===== config.mk =====
export PLATFORM = sky130hd
export DESIGN_NAME = ysyx_24110006_writeback_unit
export DESIGN_NICKNAME = d
export VERILOG_FILES = /design/src/rtl/ysyx_24110006_writeback_unit.sv
export SDC_FILE = /design/constraint.sdc
export NUM_CORES = 1
export LEC_CHECK = 0
export ABC_CLOCK_PERIOD_IN_PS = 5400
export CAP_MARGIN = 20
export CORE_MARGIN = 2
export CORE_UTILIZATION = 40
export CTS_CLUSTER_DIAMETER = 80
export CTS_CLUSTER_SIZE = 10
export DETAILED_ROUTE_END_ITERATION = 16
export MAX_ROUTING_LAYER = met4
export PLACE_DENSITY_LB_ADDON = 0.1
export REMOVE_ABC_BUFFERS = 1
export SLEW_MARGIN = 25
export SYNTH_ARGS = -nofsm -noshare
export SYNTH_HDL_FRONTEND = slang
export SYNTH_SLANG_ARGS = --single-unit

===== constraint.sdc =====
create_clock -name i_clock -period 5.4 [get_ports i_clock]
set_clock_uncertainty 0.1 [all_clocks]
set_input_delay 1.08 -clock i_clock [delete_from_list [all_inputs] [get_ports i_clock]]
set_output_delay 1.08 -clock i_clock [all_outputs]
set_load 0.02 [all_outputs]

===== src/rtl/ysyx_24110006_writeback_unit.sv =====
// Writeback stage: round-robin pick of the ALU/LSU result, one register-file write per
// instruction, then a commit pulse once the register file acknowledges.
module ysyx_24110006_writeback_unit #(
   parameter int ADDR_WIDTH = 5,
   parameter int DATA_WIDTH = 32,
   parameter int CNT_WIDTH  = 32
) (
   input  logic                  i_clock,
   input  logic                  i_reset,
   input  logic                  i_alu_valid,
   output logic                  o_alu_ready,
   input  logic [ADDR_WIDTH-1:0] i_alu_rd,
   input  logic                  i_alu_wen,
   input  logic [DATA_WIDTH-1:0] i_alu_data,
   input  logic [DATA_WIDTH-1:0] i_alu_pc,
   input  logic                  i_lsu_valid,
   output logic                  o_lsu_ready,
   input  logic [ADDR_WIDTH-1:0] i_lsu_rd,
   input  logic                  i_lsu_wen,
   input  logic [DATA_WIDTH-1:0] i_lsu_data,
   input  logic [DATA_WIDTH-1:0] i_lsu_pc,
   output logic                  o_rf_valid,
   output logic                  o_rf_wen,
   output logic [ADDR_WIDTH-1:0] o_rf_waddr,
   output logic [DATA_WIDTH-1:0] o_rf_wdata,
   input  logic                  i_rf_valid,
   output logic                  o_commit,
   output logic [DATA_WIDTH-1:0] o_commit_pc,
   output logic [CNT_WIDTH-1:0]  o_commit_cnt,
   output logic                  o_err,
   output logic [1:0]            o_dbg_state
);

   typedef enum logic [1:0] {
      ST_IDLE  = 2'd0,
      ST_WRITE = 2'd1,
      ST_WAIT  = 2'd2
   } state_e;

   localparam logic [CNT_WIDTH-1:0] CNT_ONE = {{(CNT_WIDTH-1){1'b0}}, 1'b1};

   state_e                state_q, state_d;
   logic                  last_q, last_d;
   logic [ADDR_WIDTH-1:0] rd_q, rd_d;
   logic                  wen_q, wen_d;
   logic [DATA_WIDTH-1:0] data_q, data_d;
   logic [DATA_WIDTH-1:0] pc_q, pc_d;
   logic                  err_q, err_d;
   logic                  commit_q, commit_d;
   logic [DATA_WIDTH-1:0] commit_pc_q, commit_pc_d;
   logic [CNT_WIDTH-1:0]  cnt_q, cnt_d;

   logic grant_lsu;
   logic alu_ready;
   logic lsu_ready;
   logic handshake;

   // A channel transfers on a cycle where its valid and ready are both high; ready depends
   // only on state, last and the two valids, and a producer may drop valid while ready is 0.
   always_comb begin
      grant_lsu = i_lsu_valid && (!i_alu_valid || !last_q);
      alu_ready = (state_q == ST_IDLE) && i_reset && !grant_lsu;
      lsu_ready = (state_q == ST_IDLE) && i_reset && grant_lsu;
      handshake = (i_alu_valid && alu_ready) || (i_lsu_valid && lsu_ready);
   end

   always_comb begin
      state_d     = state_q;
      last_d      = last_q;
      rd_d        = rd_q;
      wen_d       = wen_q;
      data_d      = data_q;
      pc_d        = pc_q;
      err_d       = err_q;
      commit_d    = 1'b0;
      commit_pc_d = commit_pc_q;
      cnt_d       = cnt_q;
      unique case (state_q)
         ST_IDLE: begin
            if (handshake) begin
               state_d = ST_WRITE;
               last_d  = grant_lsu;
               rd_d    = grant_lsu ? i_lsu_rd   : i_alu_rd;
               wen_d   = grant_lsu ? i_lsu_wen  : i_alu_wen;
               data_d  = grant_lsu ? i_lsu_data : i_alu_data;
               pc_d    = grant_lsu ? i_lsu_pc   : i_alu_pc;
            end
         end
         ST_WRITE: begin
            state_d = ST_WAIT;
            // Upper half of the index space does not exist in RV32E; flag it but still write.
            if (wen_q && rd_q[ADDR_WIDTH-1]) begin
               err_d = 1'b1;
            end
         end
         ST_WAIT: begin
            if (i_rf_valid) begin
               state_d     = ST_IDLE;
               commit_d    = 1'b1;
               commit_pc_d = pc_q;
               cnt_d       = cnt_q + CNT_ONE;
            end
         end
         default: begin
            state_d = ST_IDLE;
         end
      endcase
   end

   always_ff @(posedge i_clock) begin
      if (!i_reset) begin
         state_q     <= ST_IDLE;
         last_q      <= 1'b1;
         rd_q        <= '0;
         wen_q       <= 1'b0;
         data_q      <= '0;
         pc_q        <= '0;
         err_q       <= 1'b0;
         commit_q    <= 1'b0;
         commit_pc_q <= '0;
         cnt_q       <= '0;
      end else begin
         state_q     <= state_d;
         last_q      <= last_d;
         rd_q        <= rd_d;
         wen_q       <= wen_d;
         data_q      <= data_d;
         pc_q        <= pc_d;
         err_q       <= err_d;
         commit_q    <= commit_d;
         commit_pc_q <= commit_pc_d;
         cnt_q       <= cnt_d;
      end
   end

   assign o_alu_ready  = alu_ready;
   assign o_lsu_ready  = lsu_ready;
   assign o_rf_valid   = (state_q == ST_WRITE);
   // x0 is hardwired to zero, so its write is dropped while the instruction still retires.
   assign o_rf_wen     = (state_q == ST_WRITE) && wen_q && (rd_q != '0);
   assign o_rf_waddr   = rd_q;
   assign o_rf_wdata   = data_q;
   assign o_commit     = commit_q;
   assign o_commit_pc  = commit_pc_q;
   assign o_commit_cnt = cnt_q;
   assign o_err        = err_q;
   assign o_dbg_state  = state_q;

endmodule


### After elaboration in Yosys (flattened, before gate mapping)

Index checks and enable logic that the tools add are counted.

| storage, ports and cells | value |
|---|---|
| logic and storage cells | 44 |
| memories | 0 |
| input port bits | 145 |
| memory bits (read-only) | 0 |
| bits in latches | 0 |
| output and inout bits | 109 |
| bits in registers | 139 |
| RAM bits | 0 |

| operators by class | value |
|---|---|
| bitwise logic cells | 0 |
| equal/unequal tests | 4 |
| shift-type cells | 0 |
| $mul | 0 |
| muxes and demuxes | 8 |
| order comparisons | 0 |
| divide/modulo/power cells | 0 |
| add/subtract/negate cells | 1 |
| reduce and logical (&&, ||, !) cells | 21 |

Operators with widths:

| kind | number |
|---|---|
| two-way mux 32 bit | 2 |
| adder 32 x 1 -> 32 bit (second input constant) | 1 |
| AND reduction 2 bit | 5 |
| logical AND 1 bit | 9 |
| case mux 2 bit (3 select lines) | 1 |
| two-way mux 5 bit | 1 |
| nonzero test 5 bit | 1 |
| two-way mux 2 bit | 2 |
| != test 2 bit (second input constant) | 2 |
| logical NOT 1 bit | 3 |
| == test 2 x 1 -> 1 bit (second input constant) | 1 |
| == test 2 bit (second input constant) | 1 |
| logical NOT 2 bit | 1 |
| logical OR 1 bit | 2 |
| two-way mux 1 bit | 2 |

### Longest topological paths before layout

| depth | value |
|---|---|
| depth in word-level cells | 9 |
| depth in mapped cells | 7 |
| depth with buffers taken out | 5 |

### Worst setup path after synthesis

No wires, ideal clock.

| path | value |
|---|---|
| kind | input to output |
| start | in i_lsu_valid |
| end | out o_lsu_ready |
| path slack | 2163 ps |
| data required time | 4220 ps |
| path buffers | 2 |
| data arrival time | 2057 ps |
| stages on the path | 4 |
| cells stage by stage | a21boi_0 clkbuf_1 buf_2 and2_1 |

| between the ends | value |
|---|---|
| cells in the longest elaborated chain, start to end | 2 |

Ends and longest elaborated chain:

| element | line | text |
|---|---|---|
| start: declaration | 16 | `input logic i_lsu_valid,` |
| logical AND 1 bit | 61 | `grant_lsu = i_lsu_valid && (!i_alu_valid \|\| !last_q);` |
| logical AND 1 bit | 63 | `lsu_ready = (state_q == ST_IDLE) && i_reset && grant_lsu;` |
| end: declaration | 17 | `output logic o_lsu_ready,` |

No other way between the ends.

### Final worst setup path

| path | value |
|---|---|
| start | in i_reset |
| end | out o_lsu_ready |

| between the ends | value |
|---|---|
| cells in the longest elaborated chain, start to end | 2 |

Ends and longest elaborated chain:

| element | line | text |
|---|---|---|
| start: declaration | 9 | `input logic i_reset,` |
| logical AND 1 bit (2 in a row) | 63 |  |

No other way between the ends.

==> flow_metrics.py <==
metrics = {
    "timing": {
        "hold_violations": 0,
        "period_needed_ns": 4.34,
        "slew_violations": 0,
        "fin_crit_sh_pct": 80.3,
        "fin_setup_tns_ns": 0,
        "relSlewSlack_pct": 46.1,
        "final-setup-viol-count": 0,
        "worst_pin_slew_ns": 0.808,
        "rsz0062_at_grt": "no",
        "clock.fmax_mhz": 231,
        "setup_ws_ns": 1.06,
    },
    "routing": {
        "wire_per_inst_um": 15.1,
        "antenna_left": 0,
        "top_layer_used": "met4",
        "wl_met2_um": 8310,
        "dr.pass1.iters": 5,
        "drt-met1-wl_um": 6500,
        "wl_met3_um": 1200,
        "wl_um": 16400,
        "vias": 5548,
        "post_drt_via_cell_ratio": 5.12,
        "drt-initial-drc-count": 332,
        "drcViolationCount": 0,
    },
    "global_route": {
        "grt_pass1_vias": 5458,
        "grt_overflow": 0,
        "grt_max_degree": 81,
        "grt_pass1_wl_um": 26300,
        "track_usage_pct": 21.4,
        "antenna_found_initial": 0,
    },
    "worst_setup_path": {
        "cp_data_required_time_ns": 4.22,
        "critPathMostFrequentCell": "clkdlybuf4s50_1",
        "cp-start-kind": "primary input",
        "critPathArrivalTime_ns": 3.16,
        "worst-path-buf-inv": 2,
        "path_class": "in2out",
        "crit_fanout": 18,
        "rrSetupSlack_ns": 2.81,
        "cpMaxStageDelayCell": "clkdlybuf4s50_1",
        "slowest_delay_ns": 0.87,
        "worstPathCellList": "clkdlybuf4s50_1 > nor3b_1 > and2_1 > clkdlybuf4s50_1",
        "r2r-end": "pc_q[16]$_SDFFE_PN0P_",
        "ff2ff_path_depth": 5,
        "critPathTopFamily": "buffers and inverters",
        "rr_startpoint": "last_q$_SDFFE_PN1P_",
        "setup.worst_path.end_class": "output pin",
    },
    "synth": {
        "synth_top_area_cell": "dfxtp_1",
        "synth.cell_area_mm2": 0.00589,
        "netlist_instances": 660,
        "synthFlopType": "dfxtp_1",
        "synth_commonest_cells": "139 x dfxtp_1, 87 x nand2_1, 87 x nor2_1",
        "synth_edf_count": 0,
        "synth_area_leaders": "dfxtp_1 47%, mux2i_1 13%, a211oi_1 8.9%",
        "yosys.area.top_type_share_pct": 47.2,
        "ys_async_sr_fraction_pct": 0,
        "synth_seq_cells": 139,
        "postSynthAreaPerCell_um2": 8.93,
        "ys_seq_area_share_pct": 47.2,
        "ys.warnings.count": 0,
        "ys_types": 36,
        "synthMostInstantiatedCell": "dfxtp_1",
    },
    "clock_tree": {
        "cts_tree": "yes",
        "clk_latency_ns": 0.42,
        "cts.sinks": 139,
        "cts_resized": 0,
        "clockBufferDepth": 2,
        "root_buffer": "clkbuf_16",
        "cts_setup_buffers": 0,
        "cts_max_level": 4,
        "cts_hold_buf": 0,
        "cts_buffers": 17,
        "clk_pin_slew_worst_paths_ns": 0.05,
    },
    "cells_and_area": {
        "drive_above_1_share_pct": 4.78,
        "final_core_util_pct": 62.9,
        "finalInstanceArea_mm2": 0.00910,
        "fillers": 1245,
        "nNetsFinal": 1033,
        "diodes": 0,
        "area_growth_pct": 54.4,
    },
    "power": {
        "finalPower_mw": 2.70,
        "vdd_ir_drop_max_uv": 241,
        "p_comb_share_pct": 15.8,
        "power.density_mw_per_mm2": 297,
        "swShare_pct": 24.6,
        "p_int_mw": 2.04,
        "leakagePower_nw": 3.16,
        "netSwitchingPower_mw": 0.665,
        "pwr-share-clk_pct": 42.9,
        "p_seq_share_pct": 41.3,
    },
    "placement": {
        "port_buffers": 253,
        "dp_slack_ns": 1.08,
        "dpl_cell_area_mm2": 0.00852,
        "dp_hpwl_um": 11800,
        "gp_congestion": 0.834,
    },
    "hold_path": {
        "hold_depth": 2,
        "min_to": "o_commit_pc[3]$_SDFFE_PN0P_",
        "hold_class": "reg2reg",
        "min_from": "pc_q[3]$_SDFFE_PN0P_",
    },
    "flow_run": {
        "maxCapViolCount": 0,
    },
    "floorplanning": {
        "num_io_pins": 254,
        "start_util_pct": 40.7,
        "die_h_um": 125,
        "die_w_um": 125,
        "rows": 44,
        "dieArea_mm2": 0.0157,
        "core_area_mm2": 0.0145,
    },
    "outcome": {
        "status": "finished clean",
    },
}
-- area by class of cell --
class,count,area [µm²],share of cell area [%]
Sequential cell,139,2780,30.6
Timing Repair Buffer,261,2610,28.6
Clock buffer,21,440,4.84
Inverter,3,13.8,0.151
Tap cell,184,230,2.53
Multi-Input combinational cell,465,2890,31.7
Clock inverter,11,145,1.59
-- registers in the layout (all words and copies together), names as in the netlist --
register      flops
last_q            1
o_commit          1
o_commit_cnt     32
o_commit_pc      32
o_dbg_state       2
o_err             1
o_rf_waddr        5
o_rf_wdata       32
pc_q             32
wen_q             1
-- metrics by stage --
| step | hold slack [ns] | instances |
|---|---|---|
| floorplan | 0.332 | 607 |
| global placement | 0.337 | 1052 |
| detailed placement | 0.345 | 1052 |
| CTS | 0.353 | 1084 |
| global route | 0.368 | 1084 |
| finish | 0.350 | 1084 |
-- cell families (layout without fill, tap and decap cells) --
logic type	count (synthesis)	in the layout	share of synthesized area [%]
and+or+nand+nor	243	243	18.9
DFF	139	139	47.2
AOI/OAI and AO/OA	132	132	14.6
muxes	78	78	13.2
buffers and inverters	56	296	4.16
xor gates and xnor gates	11	11	1.63
adders and majority gates	1	1	0.212
-- routing by layer --
metal  global-route usage, %  vias to the layer above
met5                       -                        -
met4                    8.17                        0
li1                        -                     2796
met2                    36.6                      184
met3                    7.19                       23
met1                    23.0                     2545
-- how the worst max path moves through the flow --
stage,start,end,slack (ns),depth (start not counted)
2_1_floorplan,i_lsu_valid,o_alu_ready,-5.26,2
3_3_place_gp,i_reset,o_lsu_ready,1.09,4
3_5_place_dp,i_reset,o_lsu_ready,1.08,4
4_1_cts,i_reset,o_lsu_ready,1.07,4
5_1_grt,i_reset,o_alu_ready,0.94,4
6_report,i_reset,o_lsu_ready,1.06,4
-- cell usage in the layout (no fill, tap or decap), types with 2 or more instances in the layout --
cell type        synthesis  routed
clkbuf_16                0      17
xnor2_1                  4       4
or4_1                    9       9
and3_1                   2       2
bufinv_16                0       3
nor2b_1                  2       2
nor3b_1                  3       3
nand2b_1                 8       8
clkinvlp_4               0       3
nor4_1                   7       7
a21oi_1                 46      46
inv_1                    3       2
or3_1                    5       5
nand3_1                 10      10
clkinv_2                 0       3
nand4_1                  8       8
clkdlybuf4s50_1          0     253
clkbuf_1                26       4
mux2i_1                 78      78
a211oi_1                70      70
nor3_1                   3       3
buf_4                    2       7
and4_1                   6       6
nand2_1                 87      87
dfxtp_1                139     139
xor2_1                   7       7
o31ai_1                  8       8
o21ai_0                  5       5
nor2_1                  87      87
-- worst register-to-register path: stages, from the launching register on --
cell and delay, ns:
dfxtp_1 0.33, a21boi_4 0.49, buf_4 0.37, buf_4 0.65, mux2i_1 0.27, a211oi_1 0.28
-- power by group through the flow --
| stage | combinational, mW | clock (mW) | sequential (mW) |
|---|---|---|---|
| finish | 0.425 | 1.16 | 1.12 |
| global route | 0.464 | 1.22 | 1.12 |
| CTS | 0.431 | 1.18 | 1.12 |
| detailed placement | 0.430 | 0 | 1.14 |
| global placement | 0.423 | 0 | 1.14 |
| floorplan | 0.202 | 0 | 1.17 |
Note: power is estimated with default switching activity, not from simulation.
